File: config.mk
export PLATFORM = sky130hd
export DESIGN_NAME = vga_write_arbiter
export DESIGN_NICKNAME = d
export VERILOG_FILES = /design/src/rtl/vga_write_arbiter.sv
export SDC_FILE = /design/constraint.sdc
export NUM_CORES = 1
export LEC_CHECK = 0
export BUFFER_PORTS_ARGS = -buffer_cell sky130_fd_sc_hd__buf_2
export CAP_MARGIN = 20
export CORE_MARGIN = 8
export CORE_UTILIZATION = 40
export DETAILED_ROUTE_END_ITERATION = 16
export GPL_ROUTABILITY_DRIVEN = 1
export MAX_ROUTING_LAYER = met4
export PLACE_DENSITY = 0.76
export SLEW_MARGIN = 5
export SYNTH_ARGS = -nofsm -noshare
export SYNTH_HDL_FRONTEND = slang
export SYNTH_SLANG_ARGS = --single-unit
File: constraint.sdc
create_clock -name clk -period 2.9 [get_ports clk]
set_clock_uncertainty 0.1 [all_clocks]
set_input_delay 0.58 -clock clk [delete_from_list [all_inputs] [get_ports clk]]
set_output_delay 0.58 -clock clk [all_outputs]
set_load 0.02 [all_outputs]
File: src/rtl/vga_write_arbiter.sv
// vga_write_arbiter
//   Arbitrates four pixel-drawing clients onto a single VGA memory write port.
//   Client 0 (screen clear) has absolute priority when the port is idle.
//   Clients 1-3 (sprite/brick drawers) are served round-robin. An owner keeps
//   the port until it drops its request; clients 1-3 are force-released with
//   an abort pulse after MAX_BURST owned cycles. Every release is followed by
//   one idle GAP cycle before the next arbitration.
//
// Ports
//   clk          : system clock, rising edge
//   reset        : synchronous active-high reset
//   req[3:0]     : per-client request
//   pix_x_in     : client i x at [10i+9:10i]
//   pix_y_in     : client i y at [9i+8:9i]
//   pix_color_in : client i RGB333 colour at [9i+8:9i]
//   pix_we_in    : per-client pixel write strobe
//   grant        : registered one-hot ownership
//   abort        : one-cycle pulse to a client whose burst was cut short
//   vga_x/y/color: registered pixel to VGA memory
//   vga_write    : registered memory write enable
//   busy         : high whenever the arbiter is not IDLE
module vga_write_arbiter #(
  parameter int unsigned MAX_BURST = 1024
) (
  input  logic        clk,
  input  logic        reset,
  input  logic [3:0]  req,
  input  logic [39:0] pix_x_in,
  input  logic [35:0] pix_y_in,
  input  logic [35:0] pix_color_in,
  input  logic [3:0]  pix_we_in,
  output logic [3:0]  grant,
  output logic [3:0]  abort,
  output logic [9:0]  vga_x,
  output logic [8:0]  vga_y,
  output logic [8:0]  vga_color,
  output logic        vga_write,
  output logic        busy
);

  localparam int unsigned CW = $clog2(MAX_BURST) + 1;

  typedef enum logic [1:0] {IDLE, OWNED, GAP} state_t;

  state_t          state;
  logic [1:0]      owner;
  logic [1:0]      rr;
  logic [CW-1:0]   burst_cnt;

  logic [1:0]      winner;
  logic [1:0]      c1, c2, c3;
  logic [9:0]      sel_x;
  logic [8:0]      sel_y;
  logic [8:0]      sel_color;
  logic            in_range;
  logic            timeout;

  assign busy = (state != IDLE);

  // Round-robin candidate order over {1,2,3}, starting after the last served.
  always_comb begin
    c1 = (rr == 2'd3) ? 2'd1 : rr + 2'd1;
    c2 = (c1 == 2'd3) ? 2'd1 : c1 + 2'd1;
    c3 = (c2 == 2'd3) ? 2'd1 : c2 + 2'd1;
    winner = 2'd0;
    if (req[0])       winner = 2'd0;
    else if (req[c1]) winner = c1;
    else if (req[c2]) winner = c2;
    else if (req[c3]) winner = c3;
  end

  always_comb begin
    sel_x     = '0;
    sel_y     = '0;
    sel_color = '0;
    case (owner)
      2'd0: begin
        sel_x = pix_x_in[9:0];   sel_y = pix_y_in[8:0];   sel_color = pix_color_in[8:0];
      end
      2'd1: begin
        sel_x = pix_x_in[19:10]; sel_y = pix_y_in[17:9];  sel_color = pix_color_in[17:9];
      end
      2'd2: begin
        sel_x = pix_x_in[29:20]; sel_y = pix_y_in[26:18]; sel_color = pix_color_in[26:18];
      end
      default: begin
        sel_x = pix_x_in[39:30]; sel_y = pix_y_in[35:27]; sel_color = pix_color_in[35:27];
      end
    endcase
  end

  assign in_range = (sel_x <= 10'd639) && (sel_y <= 9'd479);
  // Client 0 never times out; its counter is allowed to wrap harmlessly.
  assign timeout  = (owner != 2'd0) && (burst_cnt == CW'(MAX_BURST - 1));

  always_ff @(posedge clk) begin
    if (reset) begin
      state     <= IDLE;
      grant     <= '0;
      abort     <= '0;
      vga_write <= 1'b0;
      vga_x     <= '0;
      vga_y     <= '0;
      vga_color <= '0;
      owner     <= '0;
      rr        <= 2'd3;
      burst_cnt <= '0;
    end else begin
      abort <= '0;
      case (state)
        IDLE: begin
          grant     <= '0;
          vga_write <= 1'b0;
          if (|req) begin
            owner     <= winner;
            grant     <= 4'b0001 << winner;
            burst_cnt <= '0;
            state     <= OWNED;
            if (winner != 2'd0) rr <= winner;
          end
        end
        OWNED: begin
          vga_x     <= sel_x;
          vga_y     <= sel_y;
          vga_color <= sel_color;
          burst_cnt <= burst_cnt + 1'b1;
          // A request drop wins over a coincident timeout: plain release.
          if (!req[owner]) begin
            grant     <= '0;
            vga_write <= 1'b0;
            state     <= GAP;
          end else if (timeout) begin
            grant        <= '0;
            abort[owner] <= 1'b1;
            vga_write    <= 1'b0;
            state        <= GAP;
          end else begin
            vga_write <= pix_we_in[owner] & in_range;
          end
        end
        GAP: begin
          grant     <= '0;
          vga_write <= 1'b0;
          state     <= IDLE;
        end
        default: begin
          grant     <= '0;
          vga_write <= 1'b0;
          state     <= IDLE;
        end
      endcase
    end
  end

endmodule

* Yosys cells after proc, flatten, opt, wreduce, memory -nomap -nowiden *
Cells that the tools add are included.

word-level totals
  register bits = 54
  input port bits = 122
  output and inout bits = 38
  word-level logic and storage cells = 83

cells by class
  add/sub/neg operators = 4
  $lt $le $gt $ge = 7
  equal/unequal tests = 9
  shifts and indexed selects = 1
  muxes and demuxes = 32
  bitwise gates (word level) = 4
  reductions and logical operators = 16

operator list
  cell                                                                           count
  9-bit case mux with 3 select lines                                             2
  10-bit case mux with 3 select lines                                            1
  11-bit case mux with 2 select lines                                            1
  2-bit 2-to-1 mux                                                               10
  2-bit by 3-bit less-than comparator with 1-bit output (second input constant)  4
  4-bit 2-to-1 mux                                                               3
  4-bit OR reduction                                                             3
  11-bit by 1-bit adder with 11-bit output (second input constant)               1
  11-bit by 10-bit == test with 1-bit output (second input constant)             1
  11-bit 2-to-1 mux                                                              1
  1-bit binary-select mux with 2-bit select                                      5
  10-bit <= comparator (second input constant)                                   1
  9-bit <= comparator (second input constant)                                    1
  2-bit == test (second input constant)                                          4
  4-bit case mux with 2 select lines                                             1
  2-bit nonzero test                                                             4
  2-bit by 1-bit adder with 2-bit output (second input constant)                 3
  1-bit 2-to-1 mux                                                               6
  2-bit AND reduction                                                            3
  2-bit by 1-bit == test with 1-bit output (second input constant)               2
  2-bit zero test                                                                2
  2-bit case mux with 2 select lines                                             1
  1-bit by 2-bit left shift with 4-bit output (first input constant)             1
  1-bit logical AND                                                              3
  other kinds (7)                                                                9

* Depth between registers and ports, before layout *
Gate-level depths: netlist of the first run.

  depth in word-level cells = 15
  mapped depth = 8
  mapped depth without buffers = 7

* Worst setup path after synthesis of the first run *
OpenSTA, ideal clock, no wires.

  path kind = register to register
  start = register rr[1]
  end = register rr[0]
  library setup time = 0.122 ns
  data arrival time = 1.736 ns
  data required time = 2.678 ns
  path slack = 0.942 ns
  stages on the path, launching flop included = 9
  path buffers = 1
  period minus slack after synthesis = 1.958 ns
  path through = dfxtp_1 inv_1 ha_1 buf_6 mux4_2 a31oi_1 o21ai_1 nor2b_4 a221o_1

between the ends
  cells in the longest elaborated chain, start to end = 14
  elaborated cells on any way between the ends = 21
  those cells by class = 3 x add/sub; 3 x eq/ne; 13 x mux; 2 x reduce/logical

ends and longest elaborated chain
  element                                                                         RTL line  source
  start, declared                                                                 47        logic [1:0] rr;
  start signal, assigned                                                          119       if (winner != 2'd0) rr <= winner;
  2-bit by 1-bit adder with 2-bit output / 2-bit == test (equally long branches)  62        c1 = (rr == 2'd3) ? 2'd1 : rr + 2'd1;
  2-bit 2-to-1 mux (*)                                                            62
  2-bit by 1-bit adder with 2-bit output / 2-bit == test (equally long branches)  63        c2 = (c1 == 2'd3) ? 2'd1 : c1 + 2'd1;
  2-bit 2-to-1 mux                                                                63
  2-bit by 1-bit adder with 2-bit output / 2-bit == test (equally long branches)  64        c3 = (c2 == 2'd3) ? 2'd1 : c2 + 2'd1;
  2-bit 2-to-1 mux                                                                64
  1-bit binary-select mux with 2-bit select                                       69        else if (req[c3]) winner = c3;
  1-bit 2-to-1 mux (implied by the code)                                          69
  2-bit 2-to-1 mux                                                                69
  2-bit 2-to-1 mux                                                                68        else if (req[c2]) winner = c2;
  2-bit 2-to-1 mux (*)                                                            67        else if (req[c1]) winner = c1;
  2-bit 2-to-1 mux (*)                                                            66        if (req[0]) winner = 2'd0;
  2-bit nonzero test                                                              119
  3-bit AND reduction (no source line)                                            n/a

Every way passes the cells marked *; elsewhere a longest branch is shown, timed or not. The select of a mux whose other input is x is not followed.
A chain may end at the register's enable or synchronous reset.

* Worst setup path in the final report of the first run *
  start = register rr[0]
  end = register rr[0]

The elaborated chain is that of the path after synthesis.

==> results of run 1 <==
==> critical path, stage by stage, from the launching register on <==
cell     delay, ps
dfxtp_1        380
ha_1           340
mux4_2         540
a31oi_1        150
o21ai_1        110
nor2b_4        150
a221o_1        300
==> power by group through the flow <==
stage | logic [W] | registers, W | clock network [W]
4_1_cts | 0.000747 | 0.000872 | 0.000513
3_5_place_dp | 0.000745 | 0.000888 | 0
3_3_place_gp | 0.000729 | 0.000884 | 0
5_1_grt | 0.000806 | 0.000883 | 0.000542
2_1_floorplan | 0.000441 | 0.000944 | 0
6_report | 0.000736 | 0.000871 | 0.000498
==> cell usage in the layout, fill, tap and decap left out, types with 2 or more instances in the layout <==
cell type  synthesis  routed
a21oi_1           43      43
a221o_1            2       2
a22o_1             2       2
a31oi_1            2       2
a32o_1             2       2
and3_1             3       3
and4_1             3       3
buf_2              4     159
buf_4              2       8
clkbuf_8           0       5
dfxtp_1           54      53
ha_1               3       3
inv_1              3       3
mux4_2            31      31
nand2_1           66      66
nand2b_1           3       3
nand3_1            7       7
nand4_1            4       4
nor2_1            13      13
nor3_1             7       7
nor4_1             2       2
o21ai_0            6       6
or2_2              5       5
==> cell type report <==
class                           instances  area [µm²]  share of cell area
Inverter                                3        11.3             0.00290
Tap cell                               99         124              0.0319
Clock inverter                          2        37.5             0.00966
Timing Repair Buffer                  167         856               0.220
Sequential cell                        54        1080               0.278
Multi-Input combinational cell        223        1700               0.438
Clock buffer                            6        72.6              0.0187
Antenna cell                            1        2.50            0.000644
==> how the worst min path moves through the flow <==
stage                             start       endpoint  slack, ps  depth (start not counted)
after detailed placement       vga_y[8]       vga_y[8]        340                          2
after global placement     vga_color[3]   vga_color[3]        340                          2
final                          vga_y[3]       vga_y[3]        360                          2
after global routing           vga_y[8]       vga_y[8]        370                          2
after floorplan           burst_cnt[10]  burst_cnt[10]        350                          2
after CTS                      vga_y[8]       vga_y[8]        360                          2
==> logic make-up (layout without fill, tap and decap cells) <==
| group | Yosys count | count (layout) | share of synthesized area |
|---|---|---|---|
| and+or+nand+nor | 121 | 121 | 0.194 |
| adders and majority gates | 3 | 3 | 0.0130 |
| buffers and inverters | 26 | 178 | 0.0406 |
| other | 1 | 2 | 0.00129 |
| muxes | 32 | 32 | 0.244 |
| DFF | 54 | 54 | 0.373 |
| AOI/OAI and AO/OA | 66 | 66 | 0.133 |
==> routing by layer <==
metal / vias up / part of all wire
met1: 1374 / 0.41
met4: 0 / 0.020
met3: 13 / 0.073
met2: 121 / 0.50
li1: 1417 / -
met5: - / 0
==> cells in the mapped netlist (all sizes together), types with 2 or more instances <==
cell type  count  area, µm²
and4           3       26.3
a31oi          2       12.5
nor2          13       48.8
inv            3       11.3
nand4          4       25.0
dfxtp         54       1080
mux4          31        698
or2            5       31.3
nor2b          3       26.3
a221o          2       20.0
clkbuf        13       48.8
nor3           7       35.0
a22o           2       17.5
a21oi         43        215
ha             3       37.5
o21ai          7       35.0
nand2         66        248
nand2b         3       18.8
buf           10       57.6
and3           3       18.8
nand3          7       35.0
a32o           2       20.0
nor4           2       12.5
==> stage by stage <==
step                      hold slack, ps  utilization  instance area (µm²)  cells  setup WS, ps
final                                356        0.545                 3890    555           729
after global routing                 370        0.545                 3890    555           626
after CTS                            358        0.544                 3880    554           732
after detailed placement             344        0.529                 3770    546           744
after global placement               339        0.529                 3770    546           717
after floorplan                      348            -                 2900    303           942
==> registers in the layout (all words and copies together), names as in the netlist <==
name and cells:
state 2, owner 2, burst_cnt 11, vga_y 9, vga_color 9, grant 4, abort 4, rr 2
vga_write 1, vga_x 10
==> results.yml, run 1 <==
die:
  die_w_um: 101
  num_io_pins: 160
  dieHeight_um: 101
  die_area_mm2: 0.0102
  core_area_mm2: 0.00714
  initial_utilization: 0.406
  row_count: 31
logic_synthesis:
  syn_area_mm2: 0.00290
  avgSynthCellArea_um2: 9.56
  synth_edf_count: 0
  synth_cell_type_count: 43
  syn-num-nets: 428
  synthCells: 303
  synthArstFlopShare: 0
  yosys_register_bits: 54
  ys_seq_area_frac: 0.373
  yosysWarnings: 0
  synth-main-ff-cell: "dfxtp_1"
drt:
  wl_per_cell_um: 16.4
  drt-initial-drc-count: 77
  remaining_drc_errors: 0
  drtPass1Iterations: 4
  drt-vias-per-instance: 5.27
  totalWireLength_mm: 9.12
  vias: 2925
  ant_nets: 0
pwr:
  power.total_w: 0.00211
  p_leak_nw: 1.72
  p_int_w: 0.00141
  p_sw_w: 0.000698
  power_frac_seq: 0.414
  power_density_mw_per_mm2: 542
  clkPwrFrac: 0.237
  pwr-share-comb: 0.350
  ir_drop_mv: 0.301
  switching_share: 0.332
global_routing:
  antenna_found_initial: 1
  grt_first_pass_wirelength_mm: 14.5
  use_met2: 0.304
  met3_usage: 0.0456
  grtUsageTotal: 0.183
  grt_pass1_vias: 3140
  busiest_layer: "met2"
  grt_max_degree: 47
  grt_overflow: 0
  met1_usage: 0.209
setup_path:
  critPathArrivalTime_ps: 2280
  reg2reg_depth: 6
  worstSetupPathType: "flip-flop to flip-flop"
  startpoint_type: "flip-flop"
  worstSetupStartpoint: "rr[0]"
  cp_max_fo: 8
  cp-endpoint: "rr[0]"
  r2r_start: "rr[0]"
  end_kind: "flip-flop"
  ff2ff_setup_slack_ps: 730
  worst_ep_required_time_ps: 3010
  r2r_end: "rr[0]"
finish:
  nFillCells: 693
  area_growth_pct: 34.2
  nNetsFinal: 579
  drive_gt1_frac: 0.470
clock_tree:
  htree_levels: 2
  clock_latency_ps: 310
  cts_tree: "built"
  ctsResizeCount: 0
  holdBufCountCts: 0
  cts_buffer_depth: 2
  cts_buffers: 5
  postCtsSetupBuffers: 0
  path_clk_slew_ps: 100
  root_buffer: "clkbuf_8"
  clock-sinks: 54
job:
  max-cap-violations: 0
timing:
  worst_pin_slew_ps: 531
  fin_crit_ps: 2170
  report.final.slew_viol_count: 0
  slew_headroom: 0.645
  finalSetupViolCount: 0
  fin_setup_tns_ps: 0
  max_freq_mhz: 461
  min_period_over_period: 0.748
  grt_setup_unrepaired: "false"
  final_hold_viol_count: 0
place:
  io_buffers: 159
  post-dp-hpwl_mm: 7.34
  gp_congestion: 0.866
worst_hold_path:
  hp-class: "flip-flop to flip-flop"
outcome:
  status: "finished clean"
No activity file was read; power rests on OpenSTA's default activity.
==> run 2, diff against run 1 <==
--- a/config.mk
+++ b/config.mk
@@ -5,6 +5,7 @@
 export SDC_FILE = /design/constraint.sdc
 export NUM_CORES = 1
 export LEC_CHECK = 0
+export ABC_AREA = 1
 export BUFFER_PORTS_ARGS = -buffer_cell sky130_fd_sc_hd__buf_2
 export CAP_MARGIN = 20
 export CORE_MARGIN = 8
==> constraint.sdc (replaced) <==
create_clock -name clk -period 2.1 [get_ports clk]
set_clock_uncertainty 0.1 [all_clocks]
set_input_delay 0.42 -clock clk [delete_from_list [all_inputs] [get_ports clk]]
set_output_delay 0.42 -clock clk [all_outputs]
set_load 0.02 [all_outputs]
==> run 2 against run 1 <==
Clock power is 43% higher. Worst hold slack worse by 87 ps. Final cell count is 24% higher. Sequential power is 42% higher. Maximum frequency is 15% higher. Combinational power is 82% higher. Routed wire length is 15% higher. Die area is 0.26% higher. Via count is 20% higher. Utilization is 0.33 points higher. Global-route usage is 1.8 points higher. Design area is 0.61% higher. Critical path type unchanged. Critical endpoint unchanged. Largest cell class unchanged.
==> results.yml, run 2 <==
outcome:
  status: "finished clean"
drt:
  drt-initial-drc-count: 188
  wl_per_cell_um: 15.3
  vias: 3513
  drt-vias-per-instance: 5.12
  ant_nets: 0
  remaining_drc_errors: 0
  totalWireLength_mm: 10.5
  drtPass1Iterations: 4
finish:
  most-common-layout-cells: "buf_2 (159), nand2_1 (116), o21ai_0 (54), dfxtp_1 (54), a21oi_1 (41)"
  reg_top3: "burst_cnt (11), vga_x (10)"
  nNetsFinal: 711
  drive_gt1_frac: 0.319
  largest_reg_flops: 11
  area_growth_pct: 34.6
  stdcell_area_mm2: 0.00391
  insertedDiodeCount: 0
  final_common_cell: "buf_2"
  regMostFlops: "burst_cnt"
clock_tree:
  clock-sinks: 54
  ctsResizeCount: 0
  cts_buffers: 5
  cts_tree: "built"
  root_buffer: "clkbuf_8"
  clock_latency_ps: 300
  path_clk_slew_ps: 100
  postCtsSetupBuffers: 0
  htree_levels: 2
  holdBufCountCts: 0
  cts_buffer_depth: 2
worst_hold_path:
  whs_endpoint: "vga_y[2]"
  hp-class: "input port to flip-flop"
  hp-start: "pix_y_in[29]"
  hold_depth: 3
setup_path:
  r2r_start: "rr[0]"
  end_kind: "flip-flop"
  slowest_delay_ps: 370
  cp_slowest_cell: "dfxtp_1"
  worstSetupPathType: "flip-flop to flip-flop"
  startpoint_type: "flip-flop"
  ff2ff_setup_slack_ps: 210
  critPathArrivalTime_ps: 1970
  r2r_end: "rr[0]"
  worstPathCellList: "inv_1 > ha_1 > inv_1 > nand2_1 > nand3_1 > nand2_1 > nand2_1 > nand2_1 > nand2_1 > inv_1 > nand2_1 > nand2_1 > nand3_1"
  cp_max_fo: 6
  cpMostUsedCell: "nand2_1"
  worst_ep_required_time_ps: 2190
  reg2reg_depth: 13
logic_synthesis:
  yosysWarnings: 0
  yosys_register_bits: 54
  synthCells: 432
  synthArstFlopShare: 0
  synth_top_area_share: 0.372
  avgSynthCellArea_um2: 6.73
  netlist_top_cells_count: "nand2_1 (116), dfxtp_1 (54), o21ai_0 (54)"
  synth.largest_area_cell: "dfxtp_1"
  synthMostInstantiatedCell: "nand2_1"
  synth-main-ff-cell: "dfxtp_1"
  synth_cell_type_count: 31
  synth_edf_count: 0
  syn-num-nets: 557
  synth_area_leaders: "dfxtp_1 (37%), nand2_1 (15%), o21ai_0 (9.3%), a21oi_1 (7.1%), nand3_1 (4.8%)"
  ys_seq_area_frac: 0.372
  syn_area_mm2: 0.00291
pwr:
  power_density_mw_per_mm2: 841
  power.total_w: 0.00329
  p_int_w: 0.00201
  ir_drop_mv: 0.319
  pwr-share-comb: 0.406
  clkPwrFrac: 0.216
  switching_share: 0.389
  power_frac_seq: 0.378
  p_sw_w: 0.00128
  p_leak_nw: 1.92
place:
  post-dp-hpwl_mm: 8.31
  io_buffers: 159
  gp_congestion: 0.931
  pre_cts_ws_ps: 248
  placed_area_mm2: 0.00380
timing:
  fin_setup_tns_ps: 0
  min_period_over_period: 0.898
  report.final.slew_viol_count: 0
  fin_crit_ps: 1890
  setup_slack_ps: 213
  max_freq_mhz: 530
  finalSetupViolCount: 0
  final_hold_viol_count: 0
  whs_ps: 269
  grt_setup_unrepaired: "false"
global_routing:
  grt_first_pass_wirelength_mm: 16.2
  grtUsageTotal: 0.201
  grt_overflow: 0
  antenna_found_initial: 0
  grt_max_degree: 39
  grt_pass1_vias: 3351
die:
  num_io_pins: 160
  initial_utilization: 0.407
  dieHeight_um: 101
  die_w_um: 101
  row_count: 31
  die_area_mm2: 0.0102
  core_area_mm2: 0.00714
job:
  max-cap-violations: 0
==> run 2: changes by cell type in the layout (fill, tap and decap cells not counted), moves of 10 or more <==
| cell | delta |
|---|---|
| nand2_1 | +50 |
| o21ai_0 | +48 |
| mux4_2 | -31 |
| inv_1 | +25 |
| nand3_1 | +21 |
| nor2_1 | +13 |
| a31oi_1 | +10 |
==> run 2: metrics by stage <==
| stage | instances | utilization |
|---|---|---|
| 2_1_floorplan | 432 | - |
| 3_3_place_gp | 678 | 0.532 |
| 3_5_place_dp | 678 | 0.532 |
| 4_1_cts | 686 | 0.548 |
| 5_1_grt | 686 | 0.548 |
| 6_report | 686 | 0.548 |
==> run 2: cell families after synthesis <==
group,synth area share
simple gates,0.273
compound gates,0.256
buf+inv,0.0844
flops,0.372
fa+ha+maj,0.0129
other cells,0.00129
==> run 2: critical path: cells and delay by family (launching register included) <==
| kind | cells | cell delay [ps] |
|---|---|---|
| buf+inv | 3 | 250 |
| flops | 1 | 370 |
| fa+ha+maj | 1 | 370 |
| simple gates | 9 | 680 |
==> run 2: metal layers <==
metal	global-route usage	routed length [µm]	part of all wire	vias up
met1	0.239	4480	0.43	1591
met5	-	0	0	-
met3	0.0371	645	0.061	8
met4	0.0447	118	0.011	0
li1	-	-	-	1776
met2	0.342	5280	0.50	138
==> run 2: worst max path at each step <==
stage	from	end	slack [ps]	cells past startpoint
after floorplan	rr[0]	rr[0]	430	13
after global placement	rr[0]	rr[0]	260	13
after detailed placement	rr[0]	rr[0]	250	13
after CTS	owner[1]	vga_write	230	10
after global routing	rr[0]	rr[0]	50	13
final	rr[0]	rr[0]	210	13
==> run 2: area by class of cell <==
| class | count | area (µm²) |
|---|---|---|
| clock buffer | 6 | 72.6 |
| tap | 99 | 124 |
| multi-input combinational | 322 | 1590 |
| inverter | 32 | 123 |
| fill | 744 | 3230 |
| timing repair buffer | 171 | 886 |
| clock inverter | 2 | 37.5 |
| sequential | 54 | 1080 |
==> run 2: power by group through the flow <==
stage	Combinational (W)	Clock, W	Sequential (W)
after floorplan	0.000789	0	0.00138
after detailed placement	0.00134	0	0.00127
final	0.00134	0.000710	0.00124
after global placement	0.00132	0	0.00126
after CTS	0.00134	0.000722	0.00124
after global routing	0.00148	0.000773	0.00127
